`src/rtl/fold_fir_seq.sv`:
```
// Folded single-MAC FIR sequencer: accepts a sample, walks taps, times accumulator strobes.
// Optional linear-phase folding is enabled with the SYMMETRIC_FOLD_EN macro.
module fold_fir_seq #(
    parameter int NTAPS   = 24,
    parameter int CNT_W   = 6,
    parameter int MAC_LAT = 2
) (
    input  logic             clk,
    input  logic             rst_n,
    input  logic             in_valid,
    output logic             in_ready,
    output logic             wr_en,
    output logic [CNT_W-1:0] wr_addr,
    output logic [CNT_W-1:0] rd_addr,
    output logic [CNT_W-1:0] rd_addr_b,
    output logic [CNT_W-1:0] tap_cnt,
    output logic             acc_clr,
    output logic             acc_en,
    output logic             out_valid,
    output logic             busy
);

`ifdef SYMMETRIC_FOLD_EN
    localparam int RUN_LEN = NTAPS / 2;
`else
    localparam int RUN_LEN = NTAPS;
`endif

    localparam logic [CNT_W-1:0] LAST_IDX   = CNT_W'(NTAPS - 1);
    localparam logic [CNT_W-1:0] LAST_TAP   = CNT_W'(RUN_LEN - 1);
    localparam logic [CNT_W-1:0] LAST_DRAIN = CNT_W'(MAC_LAT - 1);

    typedef enum logic [1:0] {
        S_IDLE,
        S_RUN,
        S_DRAIN,
        S_DONE
    } state_t;

    state_t             r_state;
    logic [CNT_W-1:0]   r_head;
    logic [CNT_W-1:0]   r_rd_addr;
    logic [CNT_W-1:0]   r_tap_cnt;
    logic [CNT_W-1:0]   r_drain_cnt;
    logic               r_out_valid;
    logic               r_busy;
    logic [MAC_LAT-1:0] r_vld_pipe;
    logic [MAC_LAT-1:0] r_first_pipe;

    logic w_accept;
    logic w_run;
    logic w_first;

    // Modular step without assuming NTAPS is a power of two.
    function automatic logic [CNT_W-1:0] mod_inc(input logic [CNT_W-1:0] x);
        return (x == LAST_IDX) ? '0 : x + 1'b1;
    endfunction

    function automatic logic [CNT_W-1:0] mod_dec(input logic [CNT_W-1:0] x);
        return (x == '0) ? LAST_IDX : x - 1'b1;
    endfunction

    assign in_ready = rst_n && (r_state == S_IDLE);
    assign wr_en    = in_valid & in_ready;
    assign w_accept = wr_en;
    assign w_run    = (r_state == S_RUN);
    assign w_first  = w_run && (r_tap_cnt == '0);

    always_ff @(posedge clk or negedge rst_n) begin
        if (!rst_n) begin
            r_state     <= S_IDLE;
            r_head      <= '0;
            r_rd_addr   <= '0;
            r_tap_cnt   <= '0;
            r_drain_cnt <= '0;
            r_out_valid <= 1'b0;
            r_busy      <= 1'b0;
        end else begin
            r_out_valid <= 1'b0;
            case (r_state)
                S_IDLE: begin
                    if (w_accept) begin
                        r_head    <= mod_inc(r_head);
                        r_rd_addr <= r_head;
                        r_tap_cnt <= '0;
                        r_busy    <= 1'b1;
                        r_state   <= S_RUN;
                    end
                end
                S_RUN: begin
                    if (r_tap_cnt == LAST_TAP) begin
                        r_tap_cnt   <= '0;
                        r_drain_cnt <= '0;
                        r_state     <= S_DRAIN;
                    end else begin
                        r_tap_cnt <= r_tap_cnt + 1'b1;
                        r_rd_addr <= mod_dec(r_rd_addr);
                    end
                end
                S_DRAIN: begin
                    if (r_drain_cnt == LAST_DRAIN) begin
                        r_out_valid <= 1'b1;
                        r_state     <= S_DONE;
                    end else begin
                        r_drain_cnt <= r_drain_cnt + 1'b1;
                    end
                end
                S_DONE: begin
                    r_busy  <= 1'b0;
                    r_state <= S_IDLE;
                end
                default: begin
                    r_busy  <= 1'b0;
                    r_state <= S_IDLE;
                end
            endcase
        end
    end

`ifdef SYMMETRIC_FOLD_EN
    logic [CNT_W-1:0] r_rd_addr_b;

    // Mirror tap (newest-(NTAPS-1-k)) equals newest+1+k, so it walks upward.
    always_ff @(posedge clk or negedge rst_n) begin
        if (!rst_n) begin
            r_rd_addr_b <= '0;
        end else if (r_state == S_IDLE && w_accept) begin
            r_rd_addr_b <= mod_inc(r_head);
        end else if (w_run && r_tap_cnt != LAST_TAP) begin
            r_rd_addr_b <= mod_inc(r_rd_addr_b);
        end
    end

    assign rd_addr_b = r_rd_addr_b;
`else
    assign rd_addr_b = '0;
`endif

    // Tap-issue markers delayed by the coefficient-mux plus multiplier registers.
    always_ff @(posedge clk or negedge rst_n) begin
        if (!rst_n) begin
            r_vld_pipe   <= '0;
            r_first_pipe <= '0;
        end else begin
            r_vld_pipe[0]   <= w_run;
            r_first_pipe[0] <= w_first;
            for (int i = 1; i < MAC_LAT; i++) begin
                r_vld_pipe[i]   <= r_vld_pipe[i-1];
                r_first_pipe[i] <= r_first_pipe[i-1];
            end
        end
    end

    assign wr_addr   = r_head;
    assign rd_addr   = r_rd_addr;
    assign tap_cnt   = r_tap_cnt;
    assign acc_en    = r_vld_pipe[MAC_LAT-1];
    assign acc_clr   = r_first_pipe[MAC_LAT-1];
    assign out_valid = r_out_valid;
    assign busy      = r_busy;

endmodule

```
`config.mk`:
```
export PLATFORM = sky130hd
export DESIGN_NAME = fold_fir_seq
export DESIGN_NICKNAME = d
export VERILOG_FILES = /design/src/rtl/fold_fir_seq.sv
export SDC_FILE = /design/constraint.sdc
export NUM_CORES = 1
export LEC_CHECK = 0
export ABC_CLOCK_PERIOD_IN_PS = 2700
export BUFFER_PORTS_ARGS = -buffer_cell sky130_fd_sc_hd__buf_2
export CAP_MARGIN = 20
export CORE_ASPECT_RATIO = 0.75
export CORE_MARGIN = 5
export CORE_UTILIZATION = 55
export DETAILED_ROUTE_END_ITERATION = 8
export GPL_TIMING_DRIVEN = 0
export HOLD_SLACK_MARGIN = 0.15
export PLACE_DENSITY = 0.78
export SLEW_MARGIN = 30
export SYNTH_ARGS = -nofsm -noshare
export SYNTH_HDL_FRONTEND = slang
export SYNTH_SLANG_ARGS = --single-unit
```
`constraint.sdc`:
```
create_clock -name clk -period 2.7 [get_ports clk]
set_clock_uncertainty 0.15 [all_clocks]
set_input_delay 0.81 -clock clk [delete_from_list [all_inputs] [get_ports clk]]
set_output_delay 0.81 -clock clk [all_outputs]
set_load 0.01 [all_outputs]
```
=== Yosys cells after proc, flatten, opt, wreduce, memory -nomap -nowiden ===
Cells that the tools add are included.
W data, S select, Z words.

* $add $sub $neg: 4
* Multipliers: 0
* Div/mod/pow operators: 0
* Magnitude comparators: 0
* Eq/ne operators: 11
* Shift-type cells: 0
* Multiplexer cells: 19
* Bitwise logic cells: 1
* Reduce and logical (&&, ||, !) cells: 14

{| class="wikitable"
|+ Operator list
! operator !! count
|-
| $mux W6 || 8
|-
| $pmux W6 S2 || 3
|-
| $add A6 B1 Y6 const B || 3
|-
| $eq A6 B5 Y1 const B || 2
|-
| $logic_not A6 Y1 || 2
|-
| $reduce_and A3 Y1 || 3
|-
| $ne A2 B2 Y1 const B || 4
|-
| $pmux W2 S4 || 1
|-
| $eq A6 B1 Y1 const B || 1
|-
| $mux W2 || 3
|-
| $reduce_and A2 Y1 || 3
|-
| $reduce_bool A2 Y1 || 3
|-
| $sub A6 B1 Y6 const B || 1
|-
| $eq A2 B2 Y1 const B || 2
|-
| $mux W1 || 3
|-
| $eq A2 B1 Y1 const B || 1
|-
| $logic_and A1 B1 Y1 || 2
|-
| $logic_not A2 Y1 || 1
|-
| $ne A2 B1 Y1 const B || 1
|-
| $pmux W1 S2 || 1
|-
| $and A1 B1 Y1 || 1
|}

* Flip-flop bits (word level): 32
* Latch bits: 0
* Bits in writable memories: 0
* ROM bits: 0
* Output and inout port bits: 30
* Word-level logic and storage cells: 58
* Memories: 0

=== Logic depth before layout (Yosys ltp) ===
* Depth in word-level cells: 5
* Mapped depth: 8
* Gate-level depth less buffers: 7

=== Worst setup path before layout ===
Ideal clock, no wire load.

* Kind: input port to output port
* From: input in_valid
* To: output wr_en
* Arrival: 1.215 ns
* Data required time: 1.740 ns
* Setup slack: 0.525 ns
* Stages: 2
* Cells stage by stage: nand3_1 inv_1

* Cells in the longest elaborated chain, start to end: 1

{| class="wikitable"
|+ RTL lines
! what !! line !! source
|-
| start, declared || 10 || <nowiki>input logic in_valid,</nowiki>
|-
| $and A1 B1 Y1 || 64 || <nowiki>assign wr_en = in_valid & in_ready;</nowiki>
|-
| end, declared || 12 || <nowiki>output logic wr_en,</nowiki>
|}

Every way passes these cells.

=== Worst setup path in the final report ===
* From: input rst_n
* To: output wr_en

* Cells in the longest elaborated chain, start to end: 2

{| class="wikitable"
|+ RTL lines
! what !! line !! source
|-
| start, declared || 9 || <nowiki>input logic rst_n,</nowiki>
|-
| $logic_and A1 B1 Y1 || 63 || <nowiki>assign in_ready = rst_n && (r_state == S_IDLE);</nowiki>
|-
| $and A1 B1 Y1 || 64 ||
|}

Every way passes these cells.

==> flow_summary.json <==
{
  "rsz0062_at_grt": "no",
  "site_row_count": 18,
  "postSynthRegisterBits": 32,
  "globalRoute.totalOverflow": 0,
  "cts.reportedPaths.clkPinSlew_ns": 0.06,
  "dpl-instance-area_mm2": 0.002102,
  "floorplan.core_area_mm2": 0.003311,
  "totalWireLength_um": 4055,
  "postCtsSetupRepairBufs": 0,
  "grt_max_degree": 36,
  "cts_htree_levels": 2,
  "synth-seq-area-share_pct": 42.08,
  "clock_sinks": 32,
  "worst_setup_path_end_kind": "primary output",
  "use_met2_pct": 29.49,
  "syn-instance-count": 202,
  "area.sequential_um2": 800.8,
  "global_route_wire_length_before_repair_um": 6969,
  "syn_area_mm2": 0.001903,
  "cts_tree": "built",
  "finalMaxSlewViolations": 0,
  "synth_cell_type_count": 50,
  "timing.final.crit_share_pct": 94.93,
  "drive_above_1_share_pct": 22.41,
  "clockRootBuffer": "sky130_fd_sc_hd__clkbuf_8",
  "grtUsageTotal_pct": 18.33,
  "fin_area_mm2": 0.002210,
  "global_route.peak_usage_layer": "met2",
  "area_used_by_multi_input_combinational_logic_um2": 982.2,
  "postRouteAntennaNets": 0,
  "finish.net_count": 255,
  "layoutNonFillerInstCount": 281,
  "vdd.ir_drop.worst_uv": 728.9,
  "io_buffer_count": 26,
  "synth_area_per_cell_um2": 9.421,
  "detailedRoute.firstPassIterationCount": 4,
  "n_antenna_cell": 0,
  "filler_cell_count": 281,
  "post-place-cells": 273,
  "drv_cap": 0,
  "setup.worst_path.class": "in2out",
  "area_of_the_die_mm2": 0.004748,
  "worst_hold_path_type": "reg2reg",
  "result_of_the_run": "finished, final reports clean",
  "chipHeight_um": 60.94,
  "timing.final.crit_period_ns": 2.563,
  "final-hold-violation-count": 0,
  "initial_core_util_pct": 57.48,
  "via_per_inst": 5.843,
  "routedWlPerCell_um": 14.43,
  "worstMarginPinSlew_ns": 0.6365,
  "async_flop_share_pct": 100.0,
  "layout.cells.most_common_list": "sky130_fd_sc_hd__dfrtp_1 (32), sky130_fd_sc_hd__buf_2 (26), sky130_fd_sc_hd__nand2_1 (17)",
  "clock_insertion_delay_worst_skew_ns": 0.28,
  "final_setup_violation_count": 0,
  "cp-start-kind": "input pin",
  "critPathArrivalTime_ns": 1.60,
  "grtUsageMet1_pct": 25.02,
  "p_leak_nw": 1.066,
  "synth_flop_cell": "sky130_fd_sc_hd__dfrtp_1",
  "top_level_pins": 33,
  "flow.area_growth_from_synthesis_pct": 16.11,
  "cts_hold_buf": 0,
  "detailedRoute.firstIterationViolations": 135,
  "cts_max_path_buffers": 2,
  "antenna_found_initial": 0,
  "synth-edff-count": 0,
  "critical_path.cell_chain": "buf_8 -> nand3_2 -> inv_2 -> buf_2",
  "powerDensity_mw_per_mm2": 1130,
  "critical-path-max-stage-delay_ns": 0.24,
  "critical_path.slowest_cell": "sky130_fd_sc_hd__nand3_2",
  "drc": 0,
  "chipWidth_um": 77.92,
  "worst_ep_required_time_ns": 1.74,
  "grtUsageMet3_pct": 5.490,
  "fmax_mhz": 390.1,
  "layout_commonest_cell": "sky130_fd_sc_hd__dfrtp_1",
  "timing.critical_path.buf_inv": 3,
  "path_max_fanout": 35,
  "tritoncts.num_buffers": 5,
  "synth_warnings": 0,
  "dp_hpwl_um": 2939,
  "first_global_vias": 1566,
  "timing.max_slew.rel_slack_pct": 57.57,
  "gp_congestion": 0.8113,
  "route.vias.total": 1642,
  "cell_family_contributing_the_most_delay_on_the_critical_path": "buffers and inverters"
}
## logic make-up after synthesis
logic type | count (synthesis) | synth area share, %
AOI/OAI and AO/OA | 51 | 18.15
xor gates and xnor gates | 4 | 1.841
adders and majority gates | 12 | 7.889
buffers and inverters | 29 | 7.560
DFF | 32 | 42.08
muxes | 5 | 2.827
other | 1 | 0.1970
and+or+nand+nor | 68 | 19.46
## worst paths after layout
| check | from | to | slack (ns) | depth (start not counted) |
|---|---|---|---|---|
| max | rst_n | wr_en | 0.14 | 4 |
| min | r_vld_pipe[0] | r_vld_pipe[1] | 0.20 | 0 |
| max reg2reg | r_state[1] | r_state[1] | 0.60 | 8 |
| min reg2reg | r_vld_pipe[0] | r_vld_pipe[1] | 0.20 | 0 |
| max in group asynchronous | rst_n | r_drain_cnt[3] | 1.96 | 1 |
| min in group asynchronous | rst_n | r_state[1] | 0.23 | 1 |
## area by class of cell
| class | count | share of cell area (%) |
|---|---|---|
| repair buffers | 26 | 6.342 |
| clock buffers | 6 | 3.737 |
| clock inverters | 2 | 0.4530 |
| inverters | 17 | 2.888 |
| multi-input cells | 146 | 44.45 |
| plain buffers | 12 | 3.624 |
| flip-flops and latches | 32 | 36.24 |
| well taps | 40 | 2.265 |
## power by group
group          switching [W]  internal (W)  total, W  leakage [nW]
Clock               0.000176      0.000203  0.000380        0.0510
Sequential          0.000225      0.000670  0.000896         0.406
Combinational       0.000706      0.000515   0.00122         0.609
## synthesized netlist by cell type (2+ instances only)
cell type / number / area (um2)
sky130_fd_sc_hd__nand2b_1: 2 / 12.51
sky130_fd_sc_hd__or3_1: 2 / 12.51
sky130_fd_sc_hd__nand2_1: 17 / 63.81
sky130_fd_sc_hd__o22ai_1: 2 / 12.51
sky130_fd_sc_hd__buf_4: 7 / 52.55
sky130_fd_sc_hd__o21ai_0: 16 / 80.08
sky130_fd_sc_hd__nor2_1: 9 / 33.78
sky130_fd_sc_hd__a21oi_1: 8 / 40.04
sky130_fd_sc_hd__nand3_1: 10 / 50.05
sky130_fd_sc_hd__and2_1: 2 / 12.51
sky130_fd_sc_hd__nor4_1: 4 / 25.02
sky130_fd_sc_hd__inv_1: 16 / 60.06
sky130_fd_sc_hd__xnor2_1: 3 / 26.28
sky130_fd_sc_hd__o311ai_0: 4 / 35.03
sky130_fd_sc_hd__ha_1: 12 / 150.1
sky130_fd_sc_hd__dfrtp_1: 32 / 800.8
sky130_fd_sc_hd__clkbuf_1: 3 / 11.26
sky130_fd_sc_hd__o211ai_1: 4 / 30.03
sky130_fd_sc_hd__mux2_2: 3 / 33.78
sky130_fd_sc_hd__o41ai_1: 2 / 17.52
sky130_fd_sc_hd__nand4_1: 5 / 31.28
sky130_fd_sc_hd__and3_1: 4 / 25.02
sky130_fd_sc_hd__a211o_1: 3 / 26.28
sky130_fd_sc_hd__a32oi_1: 2 / 17.52
sky130_fd_sc_hd__mux2i_1: 2 / 20.02
sky130_fd_sc_hd__nor3_1: 4 / 20.02
## registers in the layout, summed over array words and instances (netlist names)
| register | flops |
|---|---|
| busy | 1 |
| out_valid | 1 |
| r_drain_cnt | 6 |
| r_first_pipe | 2 |
| r_state | 2 |
| r_vld_pipe | 2 |
| rd_addr | 6 |
| tap_cnt | 6 |
| wr_addr | 6 |
## per-layer routing
layer,vias to the layer above,routed length (um)
met4,0,14
met5,-,0
met2,45,1816
li1,799,-
met3,2,237
met1,796,1987
## what timing repair did
item / CTS / global route
resized for setup: 4 / 1
setup endpoints to repair: 8 / 1
hold endpoints to repair: 0 / 0
## stage by stage
step                      setup WS [ns]  TNS, ns  util (%)  power, W  hold slack, ns
after floorplan                  0.5247        0         -  0.001725          0.1812
after global placement          -0.6223   -3.894     63.49  0.002081          0.1825
after detailed placement        -0.5999   -3.893     63.49  0.002118          0.1951
after CTS                       0.06137        0     66.74  0.002508          0.2100
after global routing            0.02529        0     66.74  0.002715          0.2209
final                            0.1368        0     66.74  0.002496          0.2049
No activity file was read; power rests on OpenSTA's default activity.
